==> src/rtl/rob_multi_commit.sv <==
// Reorder buffer with in-order multi-slot commit, multi-channel CDB completion
// and branch-mispredict flush. Head/tail carry a wrap bit to tell full from empty.
module rob_multi_commit #(
   parameter int DEPTH    = 16,
   parameter int ARCH_W   = 5,
   parameter int PHY_W    = 7,
   parameter int NUM_CDB  = 2,
   parameter int COMMIT_W = 2,
   localparam int TAG_W   = $clog2(DEPTH)
) (
   input  logic                        clk,
   input  logic                        reset,
   input  logic                        alloc_valid,
   input  logic [ARCH_W-1:0]           alloc_arch_reg,
   input  logic [PHY_W-1:0]            alloc_phy_reg,
   input  logic                        alloc_has_dest,
   output logic                        alloc_ready,
   output logic [TAG_W-1:0]            alloc_tag,
   input  logic [NUM_CDB-1:0]          cdb_valid,
   input  logic [NUM_CDB*TAG_W-1:0]    cdb_tag,
   input  logic [NUM_CDB-1:0]          cdb_mispredict,
   output logic [COMMIT_W-1:0]         commit_valid,
   output logic [COMMIT_W*ARCH_W-1:0]  commit_arch_reg,
   output logic [COMMIT_W*PHY_W-1:0]   commit_phy_reg,
   output logic [COMMIT_W*TAG_W-1:0]   commit_tag,
   output logic [COMMIT_W-1:0]         commit_has_dest,
   output logic                        flush,
   output logic [TAG_W-1:0]            flush_tag,
   output logic                        rob_full,
   output logic                        rob_empty,
   output logic [TAG_W:0]              rob_count
);

   logic [TAG_W:0]      head;
   logic [TAG_W:0]      tail;
   logic [DEPTH-1:0]    entry_valid;
   logic [DEPTH-1:0]    entry_done;
   logic [DEPTH-1:0]    entry_mispred;
   logic [ARCH_W-1:0]   entry_arch [DEPTH];
   logic [PHY_W-1:0]    entry_phy  [DEPTH];
   logic [DEPTH-1:0]    entry_has_dest;

   logic [TAG_W-1:0]    head_idx;
   logic [TAG_W-1:0]    tail_idx;
   logic [TAG_W-1:0]    slot_idx;
   logic                chain_ok;
   logic [TAG_W:0]      commit_cnt;
   logic                commit_mispred;
   logic [TAG_W-1:0]    commit_mp_tag;
   logic                alloc_fire;

   // Status and allocation handshake, all from registered state.
   always_comb begin
      head_idx    = head[TAG_W-1:0];
      tail_idx    = tail[TAG_W-1:0];
      rob_empty   = (head == tail);
      rob_full    = (head_idx == tail_idx) && (head[TAG_W] != tail[TAG_W]);
      rob_count   = tail - head;
      alloc_ready = !rob_full && !flush;
      alloc_tag   = tail_idx;
      alloc_fire  = alloc_valid && alloc_ready;
   end

   // Commit window: longest run of valid+done entries from head, cut just after a mispredict.
   always_comb begin
      commit_valid    = '0;
      commit_arch_reg = '0;
      commit_phy_reg  = '0;
      commit_tag      = '0;
      commit_has_dest = '0;
      commit_cnt      = '0;
      commit_mispred  = 1'b0;
      commit_mp_tag   = '0;
      chain_ok        = 1'b1;
      slot_idx        = '0;
      for (int unsigned k = 0; k < COMMIT_W; k++) begin
         slot_idx = head[TAG_W-1:0] + TAG_W'(k);
         chain_ok = chain_ok && entry_valid[slot_idx] && entry_done[slot_idx];
         if (chain_ok) begin
            commit_valid[k]                     = 1'b1;
            commit_arch_reg[k*ARCH_W +: ARCH_W] = entry_arch[slot_idx];
            commit_phy_reg[k*PHY_W +: PHY_W]    = entry_phy[slot_idx];
            commit_tag[k*TAG_W +: TAG_W]        = slot_idx;
            commit_has_dest[k]                  = entry_has_dest[slot_idx];
            commit_cnt                          = commit_cnt + (TAG_W+1)'(1);
            if (entry_mispred[slot_idx]) begin
               commit_mispred = 1'b1;
               commit_mp_tag  = slot_idx;
            end
            chain_ok = !entry_mispred[slot_idx];
         end
      end
   end

   // Entry state, pointers and flush: completion, then commit, then allocation; a mispredict commit overrides all.
   always_ff @(posedge clk or posedge reset) begin
      if (reset) begin
         head           <= '0;
         tail           <= '0;
         entry_valid    <= '0;
         entry_done     <= '0;
         entry_mispred  <= '0;
         entry_has_dest <= '0;
         flush          <= 1'b0;
         flush_tag      <= '0;
         for (int unsigned i = 0; i < DEPTH; i++) begin
            entry_arch[i] <= '0;
            entry_phy[i]  <= '0;
         end
      end else begin
         if (!flush) begin
            for (int unsigned c = 0; c < NUM_CDB; c++) begin
               if (cdb_valid[c] && entry_valid[cdb_tag[c*TAG_W +: TAG_W]]) begin
                  entry_done[cdb_tag[c*TAG_W +: TAG_W]] <= 1'b1;
                  if (cdb_mispredict[c])
                     entry_mispred[cdb_tag[c*TAG_W +: TAG_W]] <= 1'b1;
               end
            end
         end
         for (int unsigned k = 0; k < COMMIT_W; k++) begin
            if (commit_valid[k])
               entry_valid[head_idx + TAG_W'(k)] <= 1'b0;
         end
         head <= head + commit_cnt;
         if (commit_mispred) begin
            entry_valid <= '0;
            tail        <= head + commit_cnt;
            flush       <= 1'b1;
            flush_tag   <= commit_mp_tag;
         end else begin
            flush     <= 1'b0;
            flush_tag <= '0;
            if (alloc_fire) begin
               entry_valid[tail_idx]    <= 1'b1;
               entry_done[tail_idx]     <= 1'b0;
               entry_mispred[tail_idx]  <= 1'b0;
               entry_arch[tail_idx]     <= alloc_arch_reg;
               entry_phy[tail_idx]      <= alloc_phy_reg;
               entry_has_dest[tail_idx] <= alloc_has_dest;
               tail                     <= tail + (TAG_W+1)'(1);
            end
         end
      end
   end

endmodule

==> config.mk <==
export PLATFORM = sky130hd
export DESIGN_NAME = rob_multi_commit
export DESIGN_NICKNAME = d
export VERILOG_FILES = /design/src/rtl/rob_multi_commit.sv
export SDC_FILE = /design/constraint.sdc
export NUM_CORES = 1
export LEC_CHECK = 0
export BUFFER_PORTS_ARGS = -buffer_cell sky130_fd_sc_hd__buf_2
export CAP_MARGIN = 20
export CORE_MARGIN = 3
export CORE_UTILIZATION = 54
export CTS_CLUSTER_DIAMETER = 60
export DETAILED_ROUTE_END_ITERATION = 6
export GPL_ROUTABILITY_DRIVEN = 0
export GPL_TIMING_DRIVEN = 0
export PLACE_DENSITY = 0.72
export SYNTH_ARGS = -nofsm -noshare
export SYNTH_HDL_FRONTEND = slang
export SYNTH_SLANG_ARGS = --single-unit
export TNS_END_PERCENT = 30
==> constraint.sdc <==
create_clock -name clk -period 20.9 [get_ports clk]
set_clock_uncertainty 0.05 [all_clocks]
set_input_delay 4.18 -clock clk [delete_from_list [all_inputs] [get_ports clk]]
set_output_delay 4.18 -clock clk [all_outputs]
set_load 0.05 [all_outputs]
==> metrics, run 1 <==
run status complete, no violations; # DRC 0; Final period util 48.3%; ant diodes 0; Worst Path Class, Setup flop to primary output; FMAX 0.0991 GHz; # IOs 81; Starting DRT DRC Count 1163; Synth top area share 41.9%; max-cap check violation count 0; initial antenna violation count 2; Synth Instances 1107; DRT Pass-1 Iters 5; Post-CTS Resized 0; Max-Slew Margin vs Limit 24.1%; WP data required 16.67 ns; Switching Share 43.1%; Root Driver clkbuf_16; Worst EP arrival 5.86 ns; number of post-CTS setup repair buffers 0; die width 179 um; Clock Latency Late Sink 0.56 ns; DRT antenna net count 0; P_leak 0.00796 uW; grt ovf 0; combinational group share of total power 59.0%; Die Y 179 um; Inserted Clock Buffers 31; CTS clock-pin slew for the worst setup and hold paths 0.06 ns; # fillers 2212; Final Max Tran Viols 0; area of the multi-input gates 8700 um2; routed vias/inst 6.74; Worst Tran Pin Value 1.14 ns; CTS sink cnt 271; H-tree Lvls 1; Vias 11000; final hold violations 0; core area 29100 um2; CP max FO 10; Post-Route WL 47300 um; gr usage total 30.2%; net count of the mapped netlist 1152; Hold Path Class flop to flop; Worst VDD drop 0.110 mV; initial core utilization 55.6%; CP max stage cell buf_1; RSZ-0062 raised after global routing no; post-synth cell types 62; Flop pwr share 26.6%; DR WL/cell 29.0 um; Final Critical Period 10.09 ns; startpoint types flop; setup TNS 0 ns; mapped cell area 16200 um2; Post-synth EDFFs 0; hpwl dp 32000 um; vias in the first global route 11200; Switch Pwr 1570 uW; fraction of layout cells with a size suffix above 1 46.0%; pin count of the biggest net entering global routing 117; Synth area leader dfrtp_1; final hold slack 0.445 ns; CP max stage delay 0.89 ns; row count 62; Async SR Flop Fraction 100%; Worst path most repeated cell buf_2; IO Port Bufs 76; sequential area share after synthesis 41.9%; CP endpoint kind primary output; clk buf depth 3; ys flop type dfrtp_1; Ys Warns 0; Die ar. 32100 um2; Mapped Avg Cell Area 14.6 um2; #FFs+latches synth 271; nets@finish 1272; clock network fraction of total power 14.4%; Final setup violation count 0; hold_buf cts 0; FF+latch area 6780 um2; first-pass GRT wire length 70800 um; Area contributors post-synth dfrtp_1 (42%), mux4_2 (21%), mux2_4 (8.5%), mux2_2 (8.1%), o2111ai_4 (2.1%); crit-path cells buf_4 > buf_1 > inv_1 > ha_1 > buf_2 > buf_2 > buf_1 > mux4_2 > mux4_2 > and3_1 > buf_2; CTS tree built; Area Growth Syn to Fin 12.6%; internal power 2070 uW; PD cells 200 nW/um2; Design Power 3650 uW
-- registers in the layout, indices dropped and copies added (netlist names) --
register and cells:
entry_has_dest 16, head 5, entry_phy 112, flush 1, entry_mispred 16, entry_done 16, entry_valid 16, flush_tag 4
tail 5, entry_arch 80
-- kinds of logic after synthesis --
kind of cell             Yosys count  synth area share [%]
AO/OA/AOI/OAI                    145                  7.69
XOR/XNOR                          15                 0.975
adder cells (fa/ha/maj)           17                  1.41
buffers and inverters            126                  4.24
flip-flops                       271                  41.9
multiplexers                     373                  38.6
AND/OR/NAND/NOR                  160                  5.10
-- power by group through the flow --
stage	registers (uW)	clock network, uW	logic (uW)
finish	972	524	2150
global route	999	551	2260
CTS	962	531	2130
detailed placement	966	0	2120
global placement	950	0	2070
floorplan	905	0	1610
-- metrics by stage --
| stage | util (%) | cells | area (um2) | setup WS, ns |
|---|---|---|---|---|
| after floorplan | - | 1107 | 16200 | 9.20 |
| after global placement | 58.5 | 1567 | 17000 | 6.19 |
| after detailed placement | 59.0 | 1573 | 17200 | 11.51 |
| after CTS | 62.3 | 1628 | 18100 | 10.92 |
| after global routing | 62.6 | 1633 | 18200 | 10.75 |
| final | 62.6 | 1633 | 18200 | 10.81 |
-- final cells by class --
| type | count | area share, % |
|---|---|---|
| buffer | 99 | 3.20 |
| timing repair buffer | 87 | 3.11 |
| clock inverter | 17 | 0.756 |
| clock buffer | 38 | 4.63 |
| tap | 384 | 2.64 |
| sequential | 271 | 37.3 |
| multi-input combinational | 710 | 47.8 |
| inverter | 27 | 0.605 |
-- worst paths after layout --
check                           slack [ns]            from                 end  cells past startpoint
min in group asynchronous             3.55           reset      entry_phy[101]                      2
worst min-delay path                  0.45  entry_done[12]      entry_done[12]                      1
worst max register to register       15.21         head[1]  entry_has_dest[15]                     15
worst min register to register        0.45  entry_done[12]      entry_done[12]                      1
worst max-delay path                 10.81         head[1]  commit_arch_reg[8]                     11
max in group asynchronous            15.82           reset   entry_mispred[12]                      4
-- per-layer routing --
layer	wire, um	GRT usage [%]
met1	18100	39.7
met2	21800	46.9
met3	4940	9.13
met4	2420	13.1
met5	26	0
-- worst max-delay path, delay by kind of cell (launching register included) --
kind	cells	cell delay [ns]
fa+ha+maj	1	0.44
buf+inv	7	3.22
flops	1	0.51
mux	2	0.88
simple gates	1	0.24
-- synthesized netlist by cell type (4+ instances only) --
| master | n |
|---|---|
| ha_1 | 15 |
| a21oi_1 | 18 |
| o2111ai_4 | 13 |
| nand3_1 | 17 |
| nor3_1 | 8 |
| xnor2_1 | 8 |
| mux2_4 | 91 |
| buf_4 | 9 |
| xor2_1 | 5 |
| mux4_2 | 152 |
| and3_1 | 16 |
| or3_1 | 6 |
| a31o_2 | 5 |
| o21ai_0 | 20 |
| o22ai_1 | 33 |
| nor2_1 | 25 |
| mux2i_1 | 6 |
| clkbuf_1 | 39 |
| nand2_1 | 47 |
| mux2_2 | 117 |
| nand4_1 | 4 |
| mux2_1 | 7 |
| inv_1 | 25 |
| o21a_1 | 28 |
| buf_6 | 17 |
| o31ai_1 | 6 |
| buf_1 | 18 |
| buf_2 | 12 |
| nor2b_1 | 19 |
| dfrtp_1 | 271 |
-- placed cells by master (no fill, tap or decap), types with 25 or more instances in the layout --
| master | count |
|---|---|
| buf_2 | 88 |
| clkbuf_1 | 42 |
| clkbuf_16 | 31 |
| dfrtp_1 | 271 |
| mux2_2 | 117 |
| mux2_4 | 91 |
| mux4_2 | 152 |
| nand2_1 | 47 |
| nor2_1 | 25 |
| o21a_1 | 28 |
| o22ai_1 | 33 |
No activity file was read; power rests on OpenSTA's default activity.
==> run 2, diff against run 1 <==
- PLACE_DENSITY: 0.72 -> 0.74
- clock period: 20.9 -> 9.1 ns (I/O delays scaled with it)
==> run 2 against run 1 <==
Sequential power is 130% higher. Wire length is 1.4% higher. Largest cell class unchanged. Non-clock buffer count is 6 higher. Die area stayed put. Flip-flop and latch count stayed put. Core utilization is 0.43 points higher. Clock power is 130% higher.
==> metrics, run 2 (synthesized netlist as in run 1, its figures left out) <==
run status complete, no violations; crit-path cells buf_4 > buf_1 > inv_1 > ha_1 > buf_2 > buf_2 > buf_1 > mux4_2 > mux4_2 > and3_1 > buf_2; Layout Utilization 63.0% (+0.43 points); Largest register FFs 112 (unchanged); leading cell types in the layout, fill and taps excluded dfrtp_1 (271), mux4_2 (152), mux2_2 (117); initial core utilization 55.6% (unchanged); CP max stage delay 0.87 ns (-0.02 ns); DRT Pass-1 Iters 5 (unchanged); CTS sink cnt 271 (unchanged); Worst EP arrival 5.99 ns (+0.13 ns); DR WL/cell 29.2 um (+0.99%); Worst Tran Pin Value 1.11 ns (-0.0248 ns); Worst Slack Setup Final 1.24 ns (-9.56 ns); fraction of layout cells with a size suffix above 1 46.1% (+0.056 points); Starting DRT DRC Count 1184 (+1.8%); die width 179 um (unchanged); final hold violations 0 (unchanged); CP max FO 10 (unchanged); Worst Path Class, Setup flop to primary output; DRT antenna net count 0 (unchanged); Root Driver clkbuf_16; Max-Slew Margin vs Limit 25.8% (+1.7 points); Worst path most repeated cell buf_2; Final Max Tran Viols 0 (unchanged); hold_buf cts 0 (unchanged); Post-CTS Resized 0 (unchanged); Worst VDD drop 0.306 mV (+180%); vias in the first global route 11700 (+4.4%); Inserted Clock Buffers 30 (-3.2%); clk buf depth 3 (unchanged); grt ovf 0 (unchanged); # DRC 0 (unchanged); gr usage total 30.7% (+0.52 points); Post-Route WL 47900 um (+1.4%); initial antenna violation count 1 (-1); CTS tree built; first-pass GRT wire length 72400 um (+2.3%); Final Critical Period 7.86 ns; placed cells 1578 (+0.32%); Die ar. 32100 um2 (unchanged); pin count of the biggest net entering global routing 43 (-63%); Post-Place Worst Slack 2.04 ns (-9.47 ns); FMAX 0.127 GHz; number of post-CTS setup repair buffers 0 (unchanged); Die Y 179 um (unchanged); Top Registers entry_phy (112), entry_arch (80); Final setup violation count 0 (unchanged); Final period util 86.3%; largest register by flop count entry_phy; CP max stage cell buf_1; WP data required 7.23 ns (-9.44 ns); H-tree Lvls 1 (unchanged); routed vias/inst 6.88 (+2.0%); PD cells 462 nW/um2 (+130%); CTS clock-pin slew for the worst setup and hold paths 0.06 ns (about the same); max-cap check violation count 0 (unchanged); area of the multi-input gates 8700 um2 (unchanged); Finished Layout Cells 1639 (+0.37%); CP endpoint kind primary output; RSZ-0062 raised after global routing no; P_leak 0.00802 uW (+0.75%); row count 62 (unchanged); # IOs 81 (unchanged); Vias 11300 (+2.3%); nets@finish 1277 (+0.39%); hpwl dp 32700 um (+2.1%); FF+latch area 6780 um2 (unchanged); commonest non-fill, non-tap cell in the layout dfrtp_1; Clock Latency Late Sink 0.56 ns (about the same); core area 29100 um2 (unchanged); Hold Path Class flop to flop; Area Growth Syn to Fin 13.4%; Design Power 8460 uW (+130%); setup TNS 0 ns (unchanged); # fillers 2159 (-2.4%); IO Port Bufs 76 (unchanged); startpoint types flop
## run 2: changes by cell type in the layout (fill, tap and decap cells not counted), sizes merged
| cell | before | now |
|---|---|---|
| buf | 146 | 152 |
| clkinvlp | 4 | 2 |
| diode | 0 | 1 |
| clkbuf | 78 | 84 |
| inv | 29 | 25 |
| clkinv | 10 | 9 |
## run 2: metal layers
layer	vias to the layer above	track usage [%]	part of all wire, %
met1	5852	41.0	38
met2	715	48.2	46
met5	-	0	0.042
met3	178	7.26	10
met4	2	14.0	5.3
li1	4522	-	-
## run 2: worst paths after layout
kind / startpoint / endpoint / slack [ns] / depth (start not counted)
worst max-delay path: head[1] / commit_arch_reg[8] / 1.24 / 11
worst min-delay path: entry_done[3] / entry_done[3] / 0.44 / 1
worst max register to register: head[1] / entry_arch[2] / 3.27 / 15
worst min register to register: entry_done[3] / entry_done[3] / 0.44 / 1
max in group asynchronous: reset / entry_mispred[15] / 6.19 / 6
min in group asynchronous: reset / entry_phy[87] / 1.35 / 2
## run 2: final cells by class
cell class	count	share of cell area, %
Multi-Input combinational cell	710	47.5
Sequential cell	271	37.0
Clock buffer	44	4.87
Timing Repair Buffer	93	3.75
Buffer	99	3.18
Tap cell	384	2.62
Inverter	27	0.580
Clock inverter	10	0.505
Antenna cell	1	0.0137
## run 2: critical path, delay by kind of cell, from the launching register on
family / cells / cell delay, ns
AND/OR/NAND/NOR: 1 / 0.24
buffers and inverters: 7 / 3.29
multiplexers: 2 / 0.92
adder cells (fa/ha/maj): 1 / 0.45
flip-flops: 1 / 0.50
## run 2: power by group
group	leakage (uW)	total [uW]	internal [uW]	switching [uW]
logic	0.00416	5030	2340	2690
clock network	0.000489	1200	705	498
registers	0.00337	2230	1770	461
total	0.00802	8460	4810	3650
## run 2: metrics by stage
step / area [um2] / hold slack, ns
floorplan: 16200 / 0.414
global placement: 17000 / 0.425
detailed placement: 17300 / 0.432
CTS: 18200 / 0.446
global route: 18300 / 0.465
finish: 18300 / 0.445
